`src/rtl/access_sequencer_z3_pkg.sv`:
```
// Shared bus definitions for the Zorro III access sequencer and bus arbitration:
// sequencer state encoding, bus-master codes and 68030 SIZ codes.
package access_sequencer_z3_pkg;

  typedef enum logic [2:0] {
    ST_IDLE = 3'd0,
    ST_ARM  = 3'd1,
    ST_RUN  = 3'd2,
    ST_ACK  = 3'd3,
    ST_END  = 3'd4
  } seq_state_t;

  localparam logic [1:0] BM_Z3    = 2'd2;

  localparam logic [1:0] SIZ_LONG = 2'b00;
  localparam logic [1:0] SIZ_BYTE = 2'b01;
  localparam logic [1:0] SIZ_WORD = 2'b10;

endpackage

```
`src/rtl/z3_lane_decode.sv`:
```
// Maps active-low Zorro III byte-lane strobes to a 68030 SIZ code and low address bits.
module z3_lane_decode
  import access_sequencer_z3_pkg::*;
(
  input  logic [3:0] ds_n,
  output logic [1:0] siz,
  output logic [1:0] a_lo
);

  logic [3:0] lanes;
  assign lanes = ~ds_n;

  always_comb begin
    siz  = SIZ_LONG;
    a_lo = 2'b00;
    case (lanes)
      4'b1100: begin siz = SIZ_WORD; a_lo = 2'b00; end
      4'b0011: begin siz = SIZ_WORD; a_lo = 2'b10; end
      4'b1000: begin siz = SIZ_BYTE; a_lo = 2'b00; end
      4'b0100: begin siz = SIZ_BYTE; a_lo = 2'b01; end
      4'b0010: begin siz = SIZ_BYTE; a_lo = 2'b10; end
      4'b0001: begin siz = SIZ_BYTE; a_lo = 2'b11; end
      default: begin siz = SIZ_LONG; a_lo = 2'b00; end
    endcase
  end

endmodule

```
`src/rtl/access_sequencer_z3.sv`:
```
// Translates a Zorro III bus-master cycle into a local 68030 cycle and returns
// its termination as DTACK.
//
// state | meaning
// IDLE  | no translated cycle, waiting for a Z3 master strobe
// ARM   | strobes latched, waiting for a CPU clock rising edge
// RUN   | local cycle driven, waiting for DSACK/STERM/BERR or timeout
// ACK   | terminated, waiting for a CPU clock rising edge to end it
// END   | DTACK asserted until the master negates FCS
module access_sequencer_z3
  import access_sequencer_z3_pkg::*;
#(
  parameter int TIMEOUT_CYCLES = 64
) (
  input  logic       clk100,
  input  logic       reset_n,
  input  logic       cpuclk_rising,
  input  logic       cpuclk_falling,
  input  logic [1:0] bm_state,
  output logic       access_state_idle,
  input  logic       fcs_n_in,
  input  logic       doe_in,
  input  logic       read_in,
  input  logic [3:0] ds_n_in,
  output logic       dtack_n_out,
  output logic       dtack_n_oe,
  output logic       as_n_out,
  output logic       ds_n_out,
  output logic       rw_out,
  output logic [1:0] siz_out,
  output logic [1:0] a_lo_out,
  output logic       cpu_oe,
  input  logic [1:0] dsack_n_in,
  input  logic       sterm_n_in,
  input  logic       berr_n_in,
  output logic       bus_error
);

  localparam int SW = 11;
  localparam int TW = $clog2(TIMEOUT_CYCLES + 1);
  localparam logic [SW-1:0] SYNC_RST = {1'b1, 1'b0, 1'b1, 4'hF, 2'b11, 1'b1, 1'b1};

  seq_state_t    state;
  logic [SW-1:0] sync_in, sync_m, sync_s;
  logic          fcs_n_s, doe_s, read_s, sterm_n_s, berr_n_s;
  logic [3:0]    ds_n_s;
  logic [1:0]    dsack_n_s;
  logic          read_lat;
  logic [3:0]    lanes_lat;
  logic [1:0]    dec_siz, dec_alo;
  logic [TW-1:0] tmo_cnt;
  logic          start, timeout_hit;

  // Only the rising CPU edge paces this sequencer.
  logic unused_cpuclk_falling;
  assign unused_cpuclk_falling = cpuclk_falling;

  assign sync_in = {fcs_n_in, doe_in, read_in, ds_n_in, dsack_n_in, sterm_n_in, berr_n_in};
  assign {fcs_n_s, doe_s, read_s, ds_n_s, dsack_n_s, sterm_n_s, berr_n_s} = sync_s;

  always_ff @(posedge clk100 or negedge reset_n) begin
    if (!reset_n) begin
      sync_m <= SYNC_RST;
      sync_s <= SYNC_RST;
    end else begin
      sync_m <= sync_in;
      sync_s <= sync_m;
    end
  end

  z3_lane_decode u_lane_decode (
    .ds_n (lanes_lat),
    .siz  (dec_siz),
    .a_lo (dec_alo)
  );

  assign access_state_idle = (state == ST_IDLE);
  assign start       = (bm_state == BM_Z3) && !fcs_n_s && doe_s && (ds_n_s != 4'hF);
  assign timeout_hit = cpuclk_rising && (tmo_cnt == TW'(TIMEOUT_CYCLES - 1));

  always_ff @(posedge clk100 or negedge reset_n) begin
    if (!reset_n) begin
      state       <= ST_IDLE;
      dtack_n_out <= 1'b1;
      dtack_n_oe  <= 1'b0;
      as_n_out    <= 1'b1;
      ds_n_out    <= 1'b1;
      rw_out      <= 1'b1;
      siz_out     <= SIZ_LONG;
      a_lo_out    <= 2'b00;
      cpu_oe      <= 1'b0;
      bus_error   <= 1'b0;
      tmo_cnt     <= '0;
      read_lat    <= 1'b1;
      lanes_lat   <= 4'hF;
    end else begin
      bus_error <= 1'b0;
      case (state)
        ST_IDLE: begin
          // Entering IDLE from END drove DTACK high for one clock; release here.
          dtack_n_out <= 1'b1;
          dtack_n_oe  <= 1'b0;
          cpu_oe      <= 1'b0;
          rw_out      <= 1'b1;
          siz_out     <= SIZ_LONG;
          a_lo_out    <= 2'b00;
          if (start) begin
            read_lat  <= read_s;
            lanes_lat <= ds_n_s;
            state     <= ST_ARM;
          end
        end
        ST_ARM: begin
          if (fcs_n_s) begin
            state <= ST_IDLE;
          end else if (cpuclk_rising) begin
            cpu_oe   <= 1'b1;
            as_n_out <= 1'b0;
            ds_n_out <= 1'b0;
            rw_out   <= read_lat;
            siz_out  <= dec_siz;
            a_lo_out <= dec_alo;
            tmo_cnt  <= '0;
            state    <= ST_RUN;
          end
        end
        ST_RUN: begin
          // Error wins over a coincident normal termination.
          if (!berr_n_s || timeout_hit) begin
            bus_error <= 1'b1;
            state     <= ST_ACK;
          end else if ((dsack_n_s != 2'b11) || !sterm_n_s) begin
            state <= ST_ACK;
          end else if (cpuclk_rising) begin
            tmo_cnt <= tmo_cnt + 1'b1;
          end
        end
        ST_ACK: begin
          if (cpuclk_rising) begin
            as_n_out    <= 1'b1;
            ds_n_out    <= 1'b1;
            dtack_n_out <= 1'b0;
            dtack_n_oe  <= 1'b1;
            state       <= ST_END;
          end
        end
        ST_END: begin
          if (fcs_n_s) begin
            dtack_n_out <= 1'b1;
            state       <= ST_IDLE;
          end
        end
        default: state <= ST_IDLE;
      endcase
    end
  end

endmodule

```
`config.mk`:
```
export PLATFORM = sky130hd
export DESIGN_NAME = access_sequencer_z3
export DESIGN_NICKNAME = d
export VERILOG_FILES = /design/src/rtl/access_sequencer_z3_pkg.sv /design/src/rtl/z3_lane_decode.sv /design/src/rtl/access_sequencer_z3.sv
export SDC_FILE = /design/constraint.sdc
export NUM_CORES = 1
export LEC_CHECK = 0
export CAP_MARGIN = 20
export CELL_PAD_IN_SITES_DETAIL_PLACEMENT = 1
export CELL_PAD_IN_SITES_GLOBAL_PLACEMENT = 1
export CORE_UTILIZATION = 30
export DETAILED_ROUTE_END_ITERATION = 12
export GPL_TIMING_DRIVEN = 0
export PLACE_DENSITY_LB_ADDON = 0.3
export SLEW_MARGIN = 20
export SYNTH_ARGS = -nofsm -noshare
export SYNTH_HDL_FRONTEND = slang
export SYNTH_SLANG_ARGS = --single-unit
```
`constraint.sdc`:
```
create_clock -name clk100 -period 2.35 [get_ports clk100]
set_input_delay 0.47 -clock clk100 [delete_from_list [all_inputs] [get_ports clk100]]
set_output_delay 0.47 -clock clk100 [all_outputs]
set_load 0.01 [all_outputs]
```
==> Yosys cells after proc, flatten, opt, wreduce, memory -nomap -nowiden <==
Index checks and enable logic that the tools add are counted.
W data, S select, Z words.
{ "classes": {"addsub": 1, "mul": 0, "div": 0, "order_cmp": 0, "eq_ne": 24, "shift": 0, "n_mux": 36, "bitwise_logic": 1, "reduce_logical": 25} }
{ "ops": {"columns": ["cell", "n"], "rows": [
  ["$mux W7", 5],
  ["$mux W3", 7],
  ["$ne A2 B2 Y1 const B", 8],
  ["$pmux W3 S5", 1],
  ["$pmux W7 S2", 1],
  ["$pmux W2 S2", 3],
  ["$mux W1", 9],
  ["$eq A4 B2 Y1 const B", 2],
  ["$eq A4 B4 Y1 const B", 2],
  ["$mux W2", 4],
  ["$pmux W1 S2", 4],
  ["$reduce_bool A2 Y1", 4],
  ["$add A7 B1 Y7 const B", 1],
  ["$eq A7 B6 Y1 const B", 1],
  ["$eq A3 B2 Y1 const B", 2],
  ["$ne A3 B3 Y1 const B", 2],
  ["$pmux W2 S3", 1],
  ["$reduce_and A3 Y1", 2],
  ["$reduce_and A6 Y1", 1],
  ["$reduce_and A5 Y1", 1],
  ["$eq A4 B1 Y1 const B", 1],
  ["$eq A4 B3 Y1 const B", 1],
  ["$logic_and A1 B1 Y1", 4],
  ["$ne A4 B4 Y1 const B", 1],
  ["14 further kinds", 19]
]} }
{ "totals": {"register_bits": 47, "latchBits": 0, "mem_bits_rw": 0, "romBits": 0, "inputBits": 17, "elab_cells": 101, "memories": 0} }

==> Longest topological paths before layout <==
{ "logic_depth": {"depth_word": 7, "depth_mapped": 6, "depth_no_buf": 5} }

==> Hierarchy <==
A second synthesis with hierarchy kept.
{ "unflattened": {"cells_unflattened": 151, "hier_area_um2": 1886.8} }
{ "modules_own_cells": {"columns": ["module", "instances", "cells_per_inst", "area_per_inst_um2"], "rows": [
  ["access_sequencer_z3", 1, 140, 1799.2],
  ["z3_lane_decode", 1, 11, 87.6]
]} }

==> Worst setup path after synthesis <==
Ideal clock, no wire load.
{ "synth_timing": {"kind": "register -> register", "start": "register tmo_cnt[0]", "end": "register tmo_cnt[6]", "setup_time_ns": 0.119, "arrival_time_ns": 1.528, "required_time_ns": 2.231, "path_slack_ns": 0.703, "stages_incl_launch_ff": 7, "path_buffers": 1, "period_less_slack_ns": 1.647, "cell_sequence": "dfrtp_1 > ha_1 > and4_4 > and4_1 > buf_2 > o21a_4 > o21a_1"} }
{ "synth_via": {"elab_chain_cells": 5, "word_cells_on_any_way": 10} }
{ "synth_lines": {"columns": ["item", "line_no", "source"], "rows": [
  ["start, declared", "access_sequencer_z3.sv:51", "logic [TW-1:0] tmo_cnt;"],
  ["start signal, assigned", "access_sequencer_z3.sv:135", "tmo_cnt <= tmo_cnt + 1'b1;"],
  ["$add A7 B1 Y7 or $eq A7 B6 Y1 (tied branches)", "access_sequencer_z3.sv:135, access_sequencer_z3.sv:79", null],
  ["$mux W7 or $logic_and A1 B1 Y1 (tied branches)", "access_sequencer_z3.sv:134, access_sequencer_z3.sv:79", null],
  ["$mux W7 or $logic_or A1 B1 Y1 (tied branches)", "access_sequencer_z3.sv:132, access_sequencer_z3.sv:129", null],
  ["$mux W7 or $ne A2 B2 Y1 (tied branches)", null, null],
  ["$pmux W7 S2 or $reduce_and A6 Y1 (tied branches)", null, null]
]} }
Parallel ways exist; a longest one is shown, timed or not. The select of a mux whose other input is x is not followed.
A chain may end at the register's enable or synchronous reset.

==> Worst setup path after layout <==
{ "layout_timing": {"start": "register state[2]", "end": "output port access_state_idle"} }
{ "layout_via": {"elab_chain_cells": 1} }
{ "layout_lines": {"columns": ["item", "line_no", "source"], "rows": [
  ["start, declared", "access_sequencer_z3.sv:43", "seq_state_t state;"],
  ["start signal, assigned", "access_sequencer_z3.sv:83", "state <= ST_IDLE;"],
  ["start signal, assigned", "access_sequencer_z3.sv:110", "state <= ST_ARM;"],
  ["start signal, assigned", "access_sequencer_z3.sv:115", "state <= ST_IDLE;"],
  ["$logic_not A3 Y1", "access_sequencer_z3.sv:77", "assign access_state_idle = (state == ST_IDLE);"],
  ["end, declared", "access_sequencer_z3.sv:20", "output logic access_state_idle,"]
]} }
No other way between the ends.

==> flow_metrics.tcl <==
set metrics [dict create \
    status "completed" \
    first_global_vias 1288 \
    n_fill_cell 641 \
    tritoncts_buffer_count 5 \
    yosys_warnings 0 \
    synthArstFlopShare_pct 100.0 \
    die_w_microns 81.25 \
    final_cell_mix "dfstp_2, clkdlybuf4s50_1, dfrtp_1" \
    final_layout_size_suffix_gt1_share_pct 28.04 \
    fmax_mhz 473.8 \
    peak_ir_drop_on_the_vdd_network_v 0.0003508 \
    synth.avg_cell_area_sq_um 12.24 \
    syn-num-nets 172 \
    rd_place_congestion 0.7291 \
    clkSinkCount 47 \
    max_slew.worst_pin.slew_ps 378.8 \
    critical_path.startpoint_type "flop" \
    synth_top_area_share_pct 39.04 \
    max_cap_viol 0 \
    yosys_register_bits 47 \
    power.density_cell_area_nw_per_um2 952.4 \
    detailed_route_iter0_violations 44 \
    totalPowerFinal_mw 2.243 \
    grt_max_degree 34 \
    fin_cells 264 \
    critical_path_peak_fanout 10 \
    cell_count_after_synthesis 154 \
    min_period_ps 2111 \
    report.final.setup_viol 0 \
    unrepaired_setup_endpoints_after_global_routing "no" \
    worst_clock_skew_ps 6.768 \
    final-max-slew-violation-count 0 \
    global_route.usage.total_pct 12.36 \
    worst-r2r-setup-slack_ps 560 \
    route.detailed.wl_per_inst_microns 13.67 \
    number_of_h_tree_levels 2 \
    top_level_ports 29 \
    core.rowCount 28 \
    cts-root-to-sink-buffers 2 \
    dominantRegCellSynth "dfstp_2" \
    number_of_hold_buffers_added_after_cts 0 \
    ys_top_cells_by_area "dfstp_2, dfrtp_1, nand2_1" \
    diodes 0 \
    cp-end-kind "output port" \
    synth_seq_area_share_pct 64.28 \
    initial_core_util_pct 31.45 \
    drt-vias-per-instance 4.795 \
    final_common_cell "dfstp_2" \
    postRouteAntennaNets 0 \
    number_of_enable_flip_flop_cells_after_synthesis 0 \
    place.port_buffers 27 \
    fin_ws_ps 239.3 \
    grt_antenna_before_repair 0 \
    synth.cell_area_sq_um 1884 \
    totalWireLength_microns 3608 \
    design.core.area_sq_um 5991 \
    power.leakage_nw 0.9860 \
    dpl_worst_slack_ps 159.0 \
    final.setup.tns_ps 0 \
    final_nets 206 \
    worst_ep_required_time_ps 1880 \
    cts.repair.resized 0 \
    grt_pass1_wl_microns 6092 \
    place.detailed.hpwl_microns 2756 \
    synthDistinctLibCells 42 \
    worstSetupPathType "reg2out" \
    rr_worst_depth 6 \
    floorplan_die_area_sq_um 6602 \
    dieHeight_microns 81.25 \
    drt_first_pass_iters 3 \
    netlist.top_cell.by_area "dfstp_2" \
    cts_root_buf "clkbuf_8" \
    clk_pin_slew_worst_paths_ps 90 \
    place.detailed.instances 257 \
    routed-via-count 1266 \
    min_period_over_period_pct 89.82 \
    post_synthesis_to_final_layout_area_growth_pct 24.97 \
    remaining_drc_errors 0 \
    hold_viol 0 \
    grt_remaining_overflow 0 \
    tritoncts "built" \
    worstHoldPathType "in2async" \
    clock_insertion_delay_worst_skew_ps 300 \
    timing.max_slew.rel_slack_pct 74.75 \
    cts.repair_timing.setup_buffer_count 0 \
    cp.arrival_ps 1640 \
]
cell type report:
class	instances	area, sq um	area share, %
clock buffer	5	68.82	2.922
sequential	47	1211	51.43
timing repair buffer	28	285.3	12.11
multi-input combinational	94	603.1	25.61
buffer	6	43.79	1.860
clock inverter	3	26.28	1.116
inverter	6	22.52	0.9564
tap	75	93.84	3.985
final timing paths:
kind,start,to
hold / removal,reset_n,tmo_cnt[1]$_DFFE_PN0P_
min in group clk100,sync_m[3]$_DFF_PN1_,sync_s[3]$_DFF_PN1_
hold reg to reg,sync_m[3]$_DFF_PN1_,sync_s[3]$_DFF_PN1_
max in group asynchronous,reset_n,ds_n_out$_DFFE_PN1P_
setup / recovery,state[2]$_DFFE_PN0P_,access_state_idle
setup reg to reg,tmo_cnt[0]$_DFFE_PN0P_,tmo_cnt[6]$_DFFE_PN0P_
registers in the layout, summed over array words and instances (netlist names), 2 cells and up:
signal	flops
a_lo_out	2
lanes_lat	4
siz_out	2
state	3
sync_m	11
sync_s	11
tmo_cnt	7
routing by layer:
metal	vias to the layer above	global-route usage, %	routed length [microns]
li1	608	-	-
met1	631	14.94	1571
met2	23	21.34	1864
met3	4	3.708	134
met4	0	3.214	38
met5	-	0	0
worst max-delay path, cell delays in order, from the launching register on:
cell and delay (ps):
dfrtp_1 430, buf_2 190, nor3_1 150, clkdlybuf4s50_1 560
cell families after synthesis:
logic type | after synthesis | share of synthesized area, %
compound gates | 32 | 12.02
buf+inv | 13 | 3.718
fa+ha+maj | 1 | 0.6639
simple gates | 53 | 14.87
flops | 47 | 64.28
mux | 6 | 3.519
xor+xnor | 2 | 0.9298
power breakdown:
group,total [mW],switching (mW),leakage (nW),internal (mW)
sequential,1.13,0.132,0.551,0.994
clock,0.510,0.291,0.0491,0.219
combinational,0.607,0.294,0.386,0.313
total,2.24,0.716,0.986,1.53
stage by stage:
stage / area (sq um) / util [%] / hold slack (ps)
2_1_floorplan: 1884 / - / 174.4
3_5_place_dp: 2263 / 37.78 / 340.2
4_1_cts: 2359 / 39.37 / 68.40
3_3_place_gp: 2248 / 37.53 / 335.0
6_report: 2355 / 39.31 / 65.80
5_1_grt: 2355 / 39.31 / 81.35
synthesized netlist by cell type, drive strengths merged (4+ instances only):
cell type  count
dfstp         28
inv            6
o22a           4
nor3           6
dfrtp         19
o21ai          9
nor2          11
mux2           5
nand2         17
buf            6
nand3          5
a21oi          6
(Power assumes the default switching activity.)
==> RTL edit 1 (same settings) <==
The parameter `TIMEOUT_CYCLES` goes from 64 to 128.
--- a/src/rtl/access_sequencer_z3.sv
+++ b/src/rtl/access_sequencer_z3.sv
@@ -11,5 +11,5 @@
   import access_sequencer_z3_pkg::*;
 #(
-  parameter int TIMEOUT_CYCLES = 64
+  parameter int TIMEOUT_CYCLES = 128
 ) (
   input  logic       clk100,
Check against the original RTL: no difference found for any inputs over 10 cycles, from zero or initial values and one cycle with reset_n low; that may be too few to reach the edited logic, so the function may still have changed.
==> RTL edit 1 against the unedited design <==
Setup slack worse by 0.13 ns. Area after synthesis is 4.1% higher. Design area is 4.1% higher. First-iteration DRC count is 20% higher. Combinational power is 10% higher. Sequential cell count is 1 higher. Wire length is 6.1% higher. Fmax is 5.6% lower. Clock skew is 0.0026 ns higher. Global-route usage is 0.17 points lower. Critical path depth stayed put. Final cell count is 2.7% higher. Power is 3.6% higher. Critical path type unchanged. Largest power group unchanged.
==> RTL edit 1: results (changes against the unedited design) <==
| Metric | Value |
|---|---|
| Status | complete, no violations |
| Peak VDD IR | 327 µV (-6.9%) |
| Largest cells by area after synthesis | dfstp_2, dfrtp_1, mux2_2, nand2_1, o22a_2 |
| Synth top cells by count | dfstp_2, dfrtp_1, nand2_1, nor2_1, o21ai_0 |
| Overall Global Routing Usage | 12.2% (-0.17 points) |
| Met3 Use GR | 3.38% (-0.33 points) |
| First-pass GRT wire length | 6.67 mm (+9.5%) |
| Slew headroom | 48.5% (-26 points) |
| Non-Filler Instances | 271 (+2.7%) |
| CP arrival | 1.77 ns (+0.13 ns) |
| Filler cells | 723 (+13%) |
| Post-DR vias/cell | 4.94 (+3.0%) |
| Met2 wire length | 1.82 mm (-2.2%) |
| Clk root buf | clkbuf_8 |
| Placed wire-length estimate | 2.71 mm (-1.8%) |
| Initial DRT Pass Iterations | 6 (+3) |
| Sequential Power Share | 49.1% (-1.1 points) |
| Leak Pwr | 1.03 nW (+4.6%) |
| Top flop regs | sync_m x11, sync_s x11, tmo_cnt x8 |
| Pint | 0.00160 W (+4.6%) |
| Worst R2R End | tmo_cnt[1]$_DFFE_PN0P_ |
| Power Density | 947 mW/mm² (-0.55%) |
| Met1 Track Usage GR | 16.4% (+1.5 points) |
| Seq/Total Area, Yosys | 63.0% (-1.3 points) |
| Slowest stage delay, CP | 0.58 ns (+0.02 ns) |
| Syn_nets | 176 (+2.3%) |
| Library cells used by synthesis | 44 (+4.8%) |
| R2R cell count | 5 (-1) |
| Layout Nets | 211 (+2.4%) |
| RR Startpoint | state[0]$_DFFE_PN0P_ |
| Gpl congestion | 0.713 (-2.2%) |
| Met2 usage | 18.7% (-2.6 points) |
| Drt initial violations | 53 (+20%) |
| Ys flop type | dfstp_2 |
| Dpl cell area | 0.00235 mm² (+3.9%) |
| Fin Hold WS | 0.210 ns (+0.144 ns) |
| Layout cells sized above 1 | 32.0% (+3.9 points) |
| Vias in the first global route | 1331 (+3.3%) |
| Clk_skew | 0.00940 ns (+0.00263 ns) |
| Syn avg cell area | 12.4 µm² (+1.5%) |
| Metal3 WL | 92 µm (-31%) |
| Metal-1 WL | 1.87 mm (+19%) |
| Total Wirelength | 3.83 mm (+6.1%) |
| Placed cells | 263 (+2.3%) |
| Setup WS pre-CTS | 0.0498 ns (-0.109 ns) |
| Reg2reg setup slack | 0.46 ns (-0.10 ns) |
| Largest net degree at the start of global routing | 31 (-8.8%) |
## RTL edit 1: cell count changes in the layout (fill, tap and decap cells not counted), sizes merged, moves of 2 or more
| cell | change |
|---|---|
| a21o | -2 |
| a21oi | +2 |
| and3 | +2 |
| and4 | -2 |
| clkbuf | +2 |
| nand3 | +2 |
| nand3b | -2 |
| nor2 | -2 |
| o21a | -2 |
## RTL edit 1: worst max-delay path by stage
stage                                      start                      to  slack, ns  depth (start not counted)
after global placement                   reset_n     sync_m[9]$_DFF_PN0_      -0.54                          1
final                       state[1]$_DFFE_PN0P_       access_state_idle       0.11                          3
after CTS                   state[1]$_DFFE_PN0P_       access_state_idle     0.0001                          3
after global routing        state[1]$_DFFE_PN0P_       access_state_idle       0.04                          3
after detailed placement           cpuclk_rising  tmo_cnt[1]$_DFFE_PN0P_       0.05                          6
after floorplan           tmo_cnt[0]$_DFFE_PN0P_  tmo_cnt[6]$_DFFE_PN0P_       0.70                          6
## RTL edit 1: cell families after synthesis
logic type / after synthesis / share of synthesized area [%]
flops: 48 / 63.0
fa+ha+maj: 1 / 0.638
compound gates: 35 / 13.5
xor+xnor: 2 / 0.893
simple gates: 52 / 13.7
mux: 8 / 4.46
buf+inv: 12 / 3.83
## RTL edit 1: layout make-up
cell class | count | area [µm²] | area share (%)
tap | 77 | 96.3 | 3.93
timing repair buffer | 28 | 293 | 11.9
inverter | 6 | 22.5 | 0.918
buffer | 6 | 52.6 | 2.14
sequential | 48 | 1240 | 50.4
clock buffer | 6 | 82.6 | 3.37
multi-input combinational | 98 | 656 | 26.7
clock inverter | 2 | 13.8 | 0.561
## RTL edit 1: what timing repair did
| action | CTS | global route |
|---|---|---|
| endpoints found under the setup margin | 0 | 1 |
| gates resized for setup | 0 | 1 |
| hold buffers | 0 | 0 |
==> RTL edit 2 (config.mk and constraints unchanged) <==
Without the edit above. Re-encode `seq_state_t` (5 states) as one-hot, 5 bits wide.
--- a/src/rtl/access_sequencer_z3_pkg.sv
+++ b/src/rtl/access_sequencer_z3_pkg.sv
@@ -3,10 +3,10 @@
 package access_sequencer_z3_pkg;
 
-  typedef enum logic [2:0] {
-    ST_IDLE = 3'd0,
-    ST_ARM  = 3'd1,
-    ST_RUN  = 3'd2,
-    ST_ACK  = 3'd3,
-    ST_END  = 3'd4
+  typedef enum logic [4:0] {
+    ST_IDLE = 5'b00001,
+    ST_ARM  = 5'b00010,
+    ST_RUN  = 5'b00100,
+    ST_ACK  = 5'b01000,
+    ST_END  = 5'b10000
   } seq_state_t;
 
Function: same outputs for any inputs over 10 cycles, from zero or initial values and one cycle with reset_n low; not proved beyond that.
==> RTL edit 2 against the unedited design <==
Wire length increased by 16%. Via count increased by 16%. Largest cell class unchanged. The run now ends with design-rule violations left. Core utilization decreased by 0.058 points. Global-route usage increased by 1.2 points. Area after synthesis increased by 7.8%. Critical endpoint unchanged. Combinational power decreased by 40%. Design area increased by 7.7%. Non-clock buffer count decreased by 1. Power decreased by 12%. Setup slack got worse by 0.12 ns. Sequential cell count increased by 2.
==> RTL edit 2: results (changes against the unedited design) <==
| Metric | Value |
|---|---|
| Overall Global Routing Usage | 13.6% (+1.2 points) |
| Filler cells | 729 (+14%) |
| Total Wirelength | 4.19 mm (+16%) |
| Gpl congestion | 0.740 (+1.5%) |
| Layout Nets | 227 (+10%) |
| Bufs on Longest Clock Path | 2 (unchanged) |
| Largest cells by area after synthesis | dfstp_2, dfrtp_1, nand2_1, a21oi_1, nor2_1 |
| Crit path max fanout | 7 (-3) |
| Clock-pin transition on the worst setup and hold timing paths | 0.09 ns (about the same) |
| Drt initial violations | 65 (+48%) |
| Clk_skew | 0.00492 ns (-0.00185 ns) |
| Initial DRT Pass Iterations | 8 (+5) |
| Failing checks | design-rule violations |
| Top flop regs | sync_m x11, sync_s x11, tmo_cnt x7 |
| Dpl cell area | 0.00241 mm² (+6.6%) |
| Drt drc | 6 (+6) |
| Synth top cells by count | dfstp_2, dfrtp_1, nand2_1, nor2_1, a21oi_1 |
| Initial antenna violation count | 0 (unchanged) |
| First-pass GRT wire length | 7.44 mm (+22%) |
| Status | finished with violations |
| CTS HTree Levels | 2 (unchanged) |
| Vias in the first global route | 1522 (+18%) |
| Post-DR vias/cell | 5.10 (+6.4%) |
| Placed wire-length estimate | 3.04 mm (+10%) |
| Sw Ratio | 28.9% (-3.1 points) |
| Seq/Total Area, Yosys | 62.2% (-2.1 points) |
| Library cells used by synthesis | 43 (+2.4%) |
| Leak Pwr | 1.04 nW (+5.6%) |
| Layout cells sized above 1 | 26.7% (-1.4 points) |
| Slew headroom | 70.7% (-4.0 points) |
| Largest net degree at the start of global routing | 35 (+2.9%) |
| Syn_nets | 192 (+12%) |
| Peak VDD IR | 329 µV (-6.3%) |
## RTL edit 2: final cells by class
type	count	area share [%]
Sequential cell	49	49.8
Multi-Input combinational cell	117	29.3
Timing Repair Buffer	28	11.3
Tap cell	77	3.80
Clock buffer	6	3.26
Buffer	5	1.33
Clock inverter	2	0.691
Inverter	3	0.543
## RTL edit 2: layer usage
metal  track usage [%]  wire length (µm)  up-vias
met5                 0                 0        -
met3              3.44               135        5
met2              20.7              1870       27
met1              18.2              2110      733
met4              6.11                70        0
li1                  -                 -      700
## RTL edit 2: timing repair
item                                    in CTS  in global routing
endpoints found under the setup margin       1                  1
gates resized for setup                      3                  3
endpoints found under the hold margin        0                  0
## RTL edit 2: path summary, 6_finish.rpt
kind                                               end                 start  slack, ns  cells past startpoint
worst max-delay path                 access_state_idle  state[1]$_DFFE_PN0P_       0.12                      4
max in group asynchronous          sync_m[7]$_DFF_PN1_               reset_n       1.70                      2
worst min-delay path                cpu_oe$_DFFE_PN0P_               reset_n       0.07                      1
min in group clk100                sync_s[6]$_DFF_PN1_   sync_m[6]$_DFF_PN1_       0.36                      0
worst min register to register     sync_s[6]$_DFF_PN1_   sync_m[6]$_DFF_PN1_       0.36                      0
worst max register to register  tmo_cnt[5]$_DFFE_PN0P_  state[1]$_DFFE_PN0P_       0.52                      6
## RTL edit 2: cells by family after synthesis
| group | count (synthesis) | synth area share [%] |
|---|---|---|
| AND/OR/NAND/NOR | 62 | 16.3 |
| flip-flops | 49 | 62.2 |
| AO/OA/AOI/OAI | 46 | 14.7 |
| buffers and inverters | 8 | 2.22 |
| multiplexers | 5 | 2.77 |
| XOR/XNOR | 3 | 1.29 |
| adder cells (fa/ha/maj) | 1 | 0.616 |
## RTL edit 2: critical path: stages, from the launching register on
cell             delay, ns
dfrtp_1               0.46
nor2_1                0.21
nand3_4               0.14
inv_4                 0.11
clkdlybuf4s50_1       0.54
## RTL edit 2: stage by stage
step / setup slack [ns] / util (%) / cells / setup TNS [ns] / total power [W]
detailed placement: 0.118 / 37.3 / 279 / 0 / 0.00144
global route: 0.0480 / 39.2 / 287 / 0 / 0.00209
finish: 0.118 / 39.2 / 287 / 0 / 0.00197
CTS: 0.0130 / 39.0 / 287 / 0 / 0.00199
floorplan: 0.724 / - / 174 / 0 / 0.00128
global placement: -0.567 / 37.1 / 278 / -12.98 / 0.00141
## RTL edit 2: power by group through the flow
stage	sequential, W	clock (W)	combinational (W)
floorplan	0.00105	0	0.000227
global placement	0.00107	0	0.000343
detailed placement	0.00108	0	0.000358
CTS	0.00106	0.000566	0.000363
global route	0.00108	0.000597	0.000413
finish	0.00107	0.000536	0.000367
